--- config.mk ---
export PLATFORM = sky130hd
export DESIGN_NAME = data_sync_tx
export DESIGN_NICKNAME = d
export VERILOG_FILES = /design/src/rtl/data_sync_pkg.sv /design/src/rtl/data_sync_tx_cnt.sv /design/src/rtl/data_sync_tx.sv
export SDC_FILE = /design/constraint.sdc
export NUM_CORES = 1
export LEC_CHECK = 0
export BUFFER_PORTS_ARGS = -buffer_cell sky130_fd_sc_hd__buf_2
export CORE_MARGIN = 2
export CORE_UTILIZATION = 35
export CTS_CLUSTER_DIAMETER = 80
export DETAILED_ROUTE_END_ITERATION = 8
export GPL_TIMING_DRIVEN = 0
export SLEW_MARGIN = 40
export SYNTH_ARGS = -nofsm -noshare
export SYNTH_HDL_FRONTEND = slang
export SYNTH_SLANG_ARGS = --single-unit
export TNS_END_PERCENT = 5
--- constraint.sdc ---
create_clock -name CLK -period 4.7 [get_ports CLK]
set_input_delay 0.235 -clock CLK [delete_from_list [all_inputs] [get_ports CLK]]
set_output_delay 0.235 -clock CLK [all_outputs]
set_load 0.05 [all_outputs]
--- src/rtl/data_sync_pkg.sv ---
// Shared definitions for the DATA_SYNC launcher family: state encoding
// and default word width.
package data_sync_pkg;

    // Default width of the launched data word
    localparam int DEFAULT_BUS_WIDTH = 8;

    // 2-bit state encoding shared by current and future launcher variants
    localparam logic [1:0] IDLE = 2'b00;
    localparam logic [1:0] HOLD = 2'b01;
    localparam logic [1:0] GAP  = 2'b10;

    typedef enum logic [1:0] {
        ST_IDLE = IDLE,
        ST_HOLD = HOLD,
        ST_GAP  = GAP
    } tx_state_t;

endpackage

--- src/rtl/data_sync_tx_cnt.sv ---
// Loadable down-counter that saturates at zero, shared by the hold and
// gap phases of the launcher. The zero flag is combinational from the
// count so the controller can act on it in the same cycle.
module data_sync_tx_cnt #(
    parameter int CNT_WIDTH = 4
) (
    input  logic                 clk,
    input  logic                 srst_n,
    input  logic                 load,
    input  logic [CNT_WIDTH-1:0] load_value,
    input  logic                 dec,
    output logic                 zero
);

    logic [CNT_WIDTH-1:0] count_reg;

    // Load has priority over decrement; decrement stops at zero so the
    // count can never wrap.
    always_ff @(posedge clk) begin
        if (!srst_n) begin
            count_reg <= '0;
        end else if (load) begin
            count_reg <= load_value;
        end else if (dec && (count_reg != '0)) begin
            count_reg <= count_reg - CNT_WIDTH'(1);
        end
    end

    assign zero = (count_reg == '0);

endmodule

--- src/rtl/data_sync_tx.sv ---
// Source-domain launcher for the DATA_SYNC multi-bit synchronizer.
// Accepts a word over valid/ready, drives it onto Unsync_bus, raises
// bus_enable for HOLD_CYCLES cycles, then keeps the data frozen for a
// GAP_CYCLES guard gap before signalling completion.
module data_sync_tx
    import data_sync_pkg::*;
#(
    parameter int BUS_WIDTH   = DEFAULT_BUS_WIDTH,
    parameter int HOLD_CYCLES = 6,
    parameter int GAP_CYCLES  = 2,
    parameter int CNT_WIDTH   = 4
) (
    input  logic                 CLK,
    input  logic                 RST,
    input  logic [BUS_WIDTH-1:0] tx_data,
    input  logic                 tx_valid,
    output logic                 tx_ready,
    output logic [BUS_WIDTH-1:0] Unsync_bus,
    output logic                 bus_enable,
    output logic                 busy,
    output logic                 done_pulse
);

    localparam logic [CNT_WIDTH-1:0] HOLD_LOAD = CNT_WIDTH'(HOLD_CYCLES - 1);
    localparam logic [CNT_WIDTH-1:0] GAP_LOAD  = CNT_WIDTH'(GAP_CYCLES - 1);

    tx_state_t            state_reg;
    logic [BUS_WIDTH-1:0] bus_reg;
    logic                 enable_reg;
    logic                 busy_reg;
    logic                 done_reg;

    logic                 cnt_load;
    logic [CNT_WIDTH-1:0] cnt_load_value;
    logic                 cnt_dec;
    logic                 cnt_zero;

    // Counter control: load the hold length on accept, the gap length
    // when the hold phase expires, otherwise count down while active.
    always_comb begin
        cnt_load       = 1'b0;
        cnt_load_value = HOLD_LOAD;
        cnt_dec        = 1'b0;
        case (state_reg)
            ST_IDLE: begin
                cnt_load       = tx_valid;
                cnt_load_value = HOLD_LOAD;
            end
            ST_HOLD: begin
                cnt_load       = cnt_zero;
                cnt_load_value = GAP_LOAD;
                cnt_dec        = !cnt_zero;
            end
            ST_GAP: begin
                cnt_dec        = !cnt_zero;
            end
            default: begin
                cnt_load = 1'b0;
            end
        endcase
    end

    data_sync_tx_cnt #(
        .CNT_WIDTH (CNT_WIDTH)
    ) u_cnt (
        .clk        (CLK),
        .srst_n     (RST),
        .load       (cnt_load),
        .load_value (cnt_load_value),
        .dec        (cnt_dec),
        .zero       (cnt_zero)
    );

    // Launch FSM with registered outputs; the data register only loads
    // on accept, so it is frozen through both HOLD and GAP.
    always_ff @(posedge CLK) begin
        if (!RST) begin
            state_reg  <= ST_IDLE;
            bus_reg    <= '0;
            enable_reg <= 1'b0;
            busy_reg   <= 1'b0;
            done_reg   <= 1'b0;
        end else begin
            done_reg <= 1'b0;
            case (state_reg)
                ST_IDLE: begin
                    if (tx_valid) begin
                        bus_reg    <= tx_data;
                        enable_reg <= 1'b1;
                        busy_reg   <= 1'b1;
                        state_reg  <= ST_HOLD;
                    end
                end
                ST_HOLD: begin
                    if (cnt_zero) begin
                        enable_reg <= 1'b0;
                        state_reg  <= ST_GAP;
                    end
                end
                ST_GAP: begin
                    if (cnt_zero) begin
                        busy_reg  <= 1'b0;
                        done_reg  <= 1'b1;
                        state_reg <= ST_IDLE;
                    end
                end
                default: begin
                    enable_reg <= 1'b0;
                    busy_reg   <= 1'b0;
                    state_reg  <= ST_IDLE;
                end
            endcase
        end
    end

    assign tx_ready   = (state_reg == ST_IDLE);
    assign Unsync_bus = bus_reg;
    assign bus_enable = enable_reg;
    assign busy       = busy_reg;
    assign done_pulse = done_reg;

endmodule

# Word-level counts from Yosys, hierarchy flattened
# Index checks and enable logic that the tools add are counted.
totals:
  register_bits: 17
  latchBits: 0
  ram_bits: 0
  romBits: 0
  input_bits: 11
  out_inout_bits: 12
  n_memories: 0
op_classes:
  n_addsub: 1
  mul: 0
  div_mod_pow: 0
  magnitude_cmp: 0
  n_eq_ne: 5
  n_shift: 0
  mux: 14
  n_bitwise: 2
  n_reduce_logical: 12
op_table:
  columns: ["operator", "n"]
  rows:
  - ["$reduce_and 3->1", 3]
  - ["$mux 4", 2]
  - ["$mux 2", 3]
  - ["$ne 2x2->1 const B", 3]
  - ["$pmux 1 s3", 2]
  - ["$pmux 2 s3", 1]
  - ["$logic_not 4->1", 1]
  - ["$mux 1", 4]
  - ["$reduce_and 2->1", 2]
  - ["$reduce_bool 4->1", 1]
  - ["$sub 4x1->4 const B", 1]
  - ["$mux 3", 1]
  - ["$eq 2x1->1 const B", 1]
  - ["$eq 2x2->1 const B", 1]
  - ["$logic_not 2->1", 1]
  - ["$not 1->1", 2]
  - ["$pmux 1 s2", 1]
  - ["$reduce_bool 2->1", 1]
  - ["$reduce_or 2->1", 1]
  - ["$logic_and 1x1->1", 1]
  - ["$logic_not 1->1", 1]

# Depth between registers and ports, before layout
depth:
  depth_word: 6
  depth_mapped: 7
  mapped_depth_nobuf: 6

# Hierarchy
# Synthesis repeated with hierarchy kept, for this count alone.
unflattened:
  cells_unflattened: 100
  hier_area_um2: 843.3
by_module_without_submodules:
  columns: ["module", "n_inst", "cells_per_inst", "area_each_um2", "seq_area_each_um2"]
  rows:
  - ["data_sync_tx", 1, 69, 586.8, 260.2]
  - ["data_sync_tx_cnt", 1, 31, 256.5, 80.1]

# Worst setup path before layout
# No wires, ideal clock.
synth_timing:
  path_kind: "register -> register"
  start: "register state_reg[0]"
  end: "register u_cnt.count_reg[2]"
  setup_time_ns: 0.071
  arrival_time_ns: 1.835
  path_slack_ns: 2.795
  stages_incl_launch_ff: 8
  path_cell_list: "dfxtp_1 -> inv_1 -> ha_1 -> and2_1 -> buf_2 -> a21oi_1 -> a221o_1 -> a21oi_1"
synth_between:
  elab_cells_between_ends: 10
  cone_classes: "2 x eq/ne; 4 x mux; 4 x reduce/logical"
synth_rtl:
  columns: ["item", "line", "text"]
  rows:
  - ["start: declaration", "data_sync_tx.sv:27", "tx_state_t state_reg;"]
  - ["start signal: assignment", "data_sync_tx.sv:78", "state_reg <= ST_IDLE;"]
  - ["start signal: assignment", "data_sync_tx.sv:91", "state_reg <= ST_HOLD;"]
  - ["start signal: assignment", "data_sync_tx.sv:97", "state_reg <= ST_GAP;"]
  - ["$logic_not 2->1 *", null, null]
  - ["via tx_ready", "data_sync_tx.sv:17", "output logic tx_ready,"]
  - ["$pmux 1 s2 *", "data_sync_tx.sv:44", "case (state_reg)"]
  - ["$mux 4 / $reduce_bool 2->1 (equally long branches)", null, null]
  - ["end signal: assignment", "data_sync_tx_cnt.sv:23", "count_reg <= load_value;"]
  - ["end signal: assignment", "data_sync_tx_cnt.sv:25", "count_reg <= count_reg - CNT_WIDTH'(1);"]
  - ["end: declaration", "data_sync_tx_cnt.sv:15", "logic [CNT_WIDTH-1:0] count_reg;"]
# The timed path passes the listed nets; every way through them passes the cells marked *.
# A chain may end at the register's enable or synchronous reset.

# Worst setup path after layout
layout_timing:
  start: "register state_reg[0]"
  end: "register u_cnt.count_reg[1]"
layout_between:
  elab_chain_cells: 5
  elab_cells_between_ends: 9
  cone_classes: "2 x eq/ne; 3 x mux; 4 x reduce/logical"
layout_lines:
  columns: ["item", "line", "text"]
  rows:
  - ["$eq 2x2->1 / $eq 2x1->1 (equally long branches)", "data_sync_tx.sv:44", null]
  - ["$reduce_or 2->1 (no source line)", null, null]
  - ["$mux 1", null, null]
  - ["$logic_and 1x1->1", "data_sync_tx_cnt.sv:24", "end else if (dec && (count_reg != '0)) begin"]
  - ["$reduce_bool 2->1 (no source line)", null, null]
# Several ways; a longest one is shown, not always the timed one.

==> out/results.tsv <==
metric	value	unit
status	complete, no violations	
p_int	0.000356	W
fmaxAchievable	0.568	GHz
synth_top_cell_by_area	dfxtp_1	
power.share.combinational	0.576	
drt_iter0_markers	11	
synth_edf_count	0	
gp_congestion	0.728	
cp_slowest_stage_delay	0.39	ns
crit_slowest_cell	dfxtp_1	
period_share	0.375	
rsz0062_at_grt	no	
crit_path_end_kind	flop	
p_sw_frac	0.475	
power.density	713	mW/mm2
pwr-share-seq	0.310	
largest_reg_flops	8	
antenna_found_initial	0	
setup_ws	2.94	ns
drive_above_1_share	0.248	
num_vias	675	
avgRoutedWirePerCell	10.6	um
cp.arrival	1.97	ns
cts_buffer_depth	2	
grt_pass1_wl	2.49	mm
track_usage	0.134	
cp_max_fo	10	
vias_per_cell	4.66	
syn_nets	108	
first_global_vias	587	
syn_area_per_cell	8.54	um2
drc	0	
cts_tree	yes	
firstDrtPassIters	4	
yosysTopAreaCellShare	0.438	
die_h	51.1	um
hpwl	1.14	mm
die-area	0.00261	mm2
nets	135	
start_util	0.362	
p_clk_frac	0.114	
worst_slew_pin_slew	0.466	ns
gr-total-overflow	0	
path_cells	inv_1 -> ha_1 -> and2_1 -> buf_2 -> a21oi_1 -> nand2_1 -> a211oi_1	
ys_warn_count	0	
finalClockSkew	0.00297	ns
criticalPathCategory	flop to flop	
synth_common_cells	nand2_1, dfxtp_1, a21oi_1, inv_1, nor2_1	
pre_cts_slack	2.97	ns
required	4.91	ns
ys_seq_area_frac	0.438	
clockRootBuffer	clkbuf_4	
synth.most_common_cell	nand2_1	
die_w	51.1	um
period_needed	1.76	ns
cts_max_level	1	
num_rows	17	
ys_async_sr_fraction	0	
ir_drop	0.400	mV
netlist_top_cells_area	dfxtp_1, ha_1, nand2_1	
insertion_delay	0.29	ns
netlist_area	777	um2
start_kind	flop	
diodes	0	
hold_class	input pin to flop	
cts_made_buffers	3	
port_buffers	22	
cap_violations	0	
cts.repair.resized	0	
grt_max_degree	11	
synthToLayoutAreaGrowth	22.2	%
setup-violations-final	0	
cts.sinks	17	
cts.clk_slew.worst_paths	0.10	ns
ant_nets	0	
hold_buffers	0	
p_sw	0.000321	W
ys_types	22	
slew_headroom	0.689	
routed_wl	1.54	mm
io_pins	23	
postCtsSetupBuffers	0	
p_leak	0.439	nW
finalMaxSlewViolations	0	
nFillCells	211	
synth_flop_cell	dfxtp_1	
fin_setup_tns	0	ns
fp.coreArea	0.00215	mm2
hold_viol	0	
syn_inst	91	
synth-seq-cells	17	
## kinds of logic (layout without fill, tap and decap cells)
group | count (synthesis) | count (layout) | synth area share
and+or+nand+nor | 34 | 34 | 0.200
AOI/OAI and AO/OA | 20 | 20 | 0.159
DFF | 17 | 17 | 0.438
buffers and inverters | 9 | 35 | 0.0451
adders and majority gates | 6 | 6 | 0.0966
muxes | 3 | 3 | 0.0386
xor gates and xnor gates | 2 | 2 | 0.0225
## cell type report
cell class | count | area (um2) | share of cell area
buffer | 2 | 8.76 | 0.00922
clock buffer | 3 | 22.5 | 0.0237
clock inverter | 1 | 5.00 | 0.00527
inverter | 7 | 26.3 | 0.0277
multi-input combinational | 65 | 402 | 0.423
sequential | 17 | 340 | 0.358
tap | 28 | 35.0 | 0.0369
timing repair buffer | 22 | 110 | 0.116
## worst paths after layout
check	from	end	slack [ns]	cells after the start
worst min-delay path	tx_data[5]	Unsync_bus[5]$_SDFFE_PN0P_	0.17	3
worst min register to register	Unsync_bus[1]$_SDFFE_PN0P_	Unsync_bus[1]$_SDFFE_PN0P_	0.46	2
worst max register to register	state_reg[0]$_SDFFE_PN0P_	u_cnt.count_reg[1]$_SDFFE_PN0P_	2.94	7
worst max-delay path	state_reg[0]$_SDFFE_PN0P_	u_cnt.count_reg[1]$_SDFFE_PN0P_	2.94	7
## routing by layer
metal,up-vias,track usage,wire length [um]
met2,14,0.219,703
met5,-,0,0
met4,0,0.0541,9
met1,302,0.154,733
li1,357,-,-
met3,2,0.0556,89
## worst max-delay path, delay by kind of cell (launching register included)
kind                       cells  cell delay [ns]
AOI/OAI and AO/OA              2             0.46
adders and majority gates      1             0.29
buffers and inverters          2             0.26
DFF                            1             0.39
and+or+nand+nor                2             0.27
## placed cells by master (no fill, tap or decap)
cell,synthesis,routed
buf_2,1,23
mux2i_1,3,3
clkbuf_1,1,1
a221oi_2,1,1
a211oi_1,2,2
clkbuf_4,0,3
or4b_1,1,1
ha_1,6,6
a21oi_1,14,14
or3b_4,1,1
nand3_1,1,1
a221o_1,1,1
nor3b_1,1,1
nor2_1,7,7
inv_1,7,7
o22ai_1,1,1
dfxtp_1,17,17
and3_1,1,1
nand2_1,19,19
xnor2_1,2,2
nor3_1,1,1
o21a_1,1,1
clkinv_2,0,1
and2_1,2,2
## through the flow
step / hold WS (ns) / power (W) / std cells / util / cell area, um2
CTS: 0.159 / 0.000684 / 145 / 0.442 / 950
global placement: 0.439 / 0.000598 / 141 / 0.429 / 922
global route: 0.147 / 0.000731 / 145 / 0.442 / 950
detailed placement: 0.444 / 0.000600 / 141 / 0.429 / 922
finish: 0.171 / 0.000677 / 145 / 0.442 / 950
floorplan: 0.371 / 0.000528 / 91 / - / 777
## power by group through the flow
stage	Clock, W	Combinational (W)	Sequential, W
5_1_grt	0.0000866	0.000429	0.000215
3_3_place_gp	0	0.000386	0.000212
2_1_floorplan	0	0.000246	0.000282
4_1_cts	0.0000816	0.000392	0.000210
6_report	0.0000769	0.000390	0.000210
3_5_place_dp	0	0.000386	0.000213
Power figures use the tool's default switching activity.
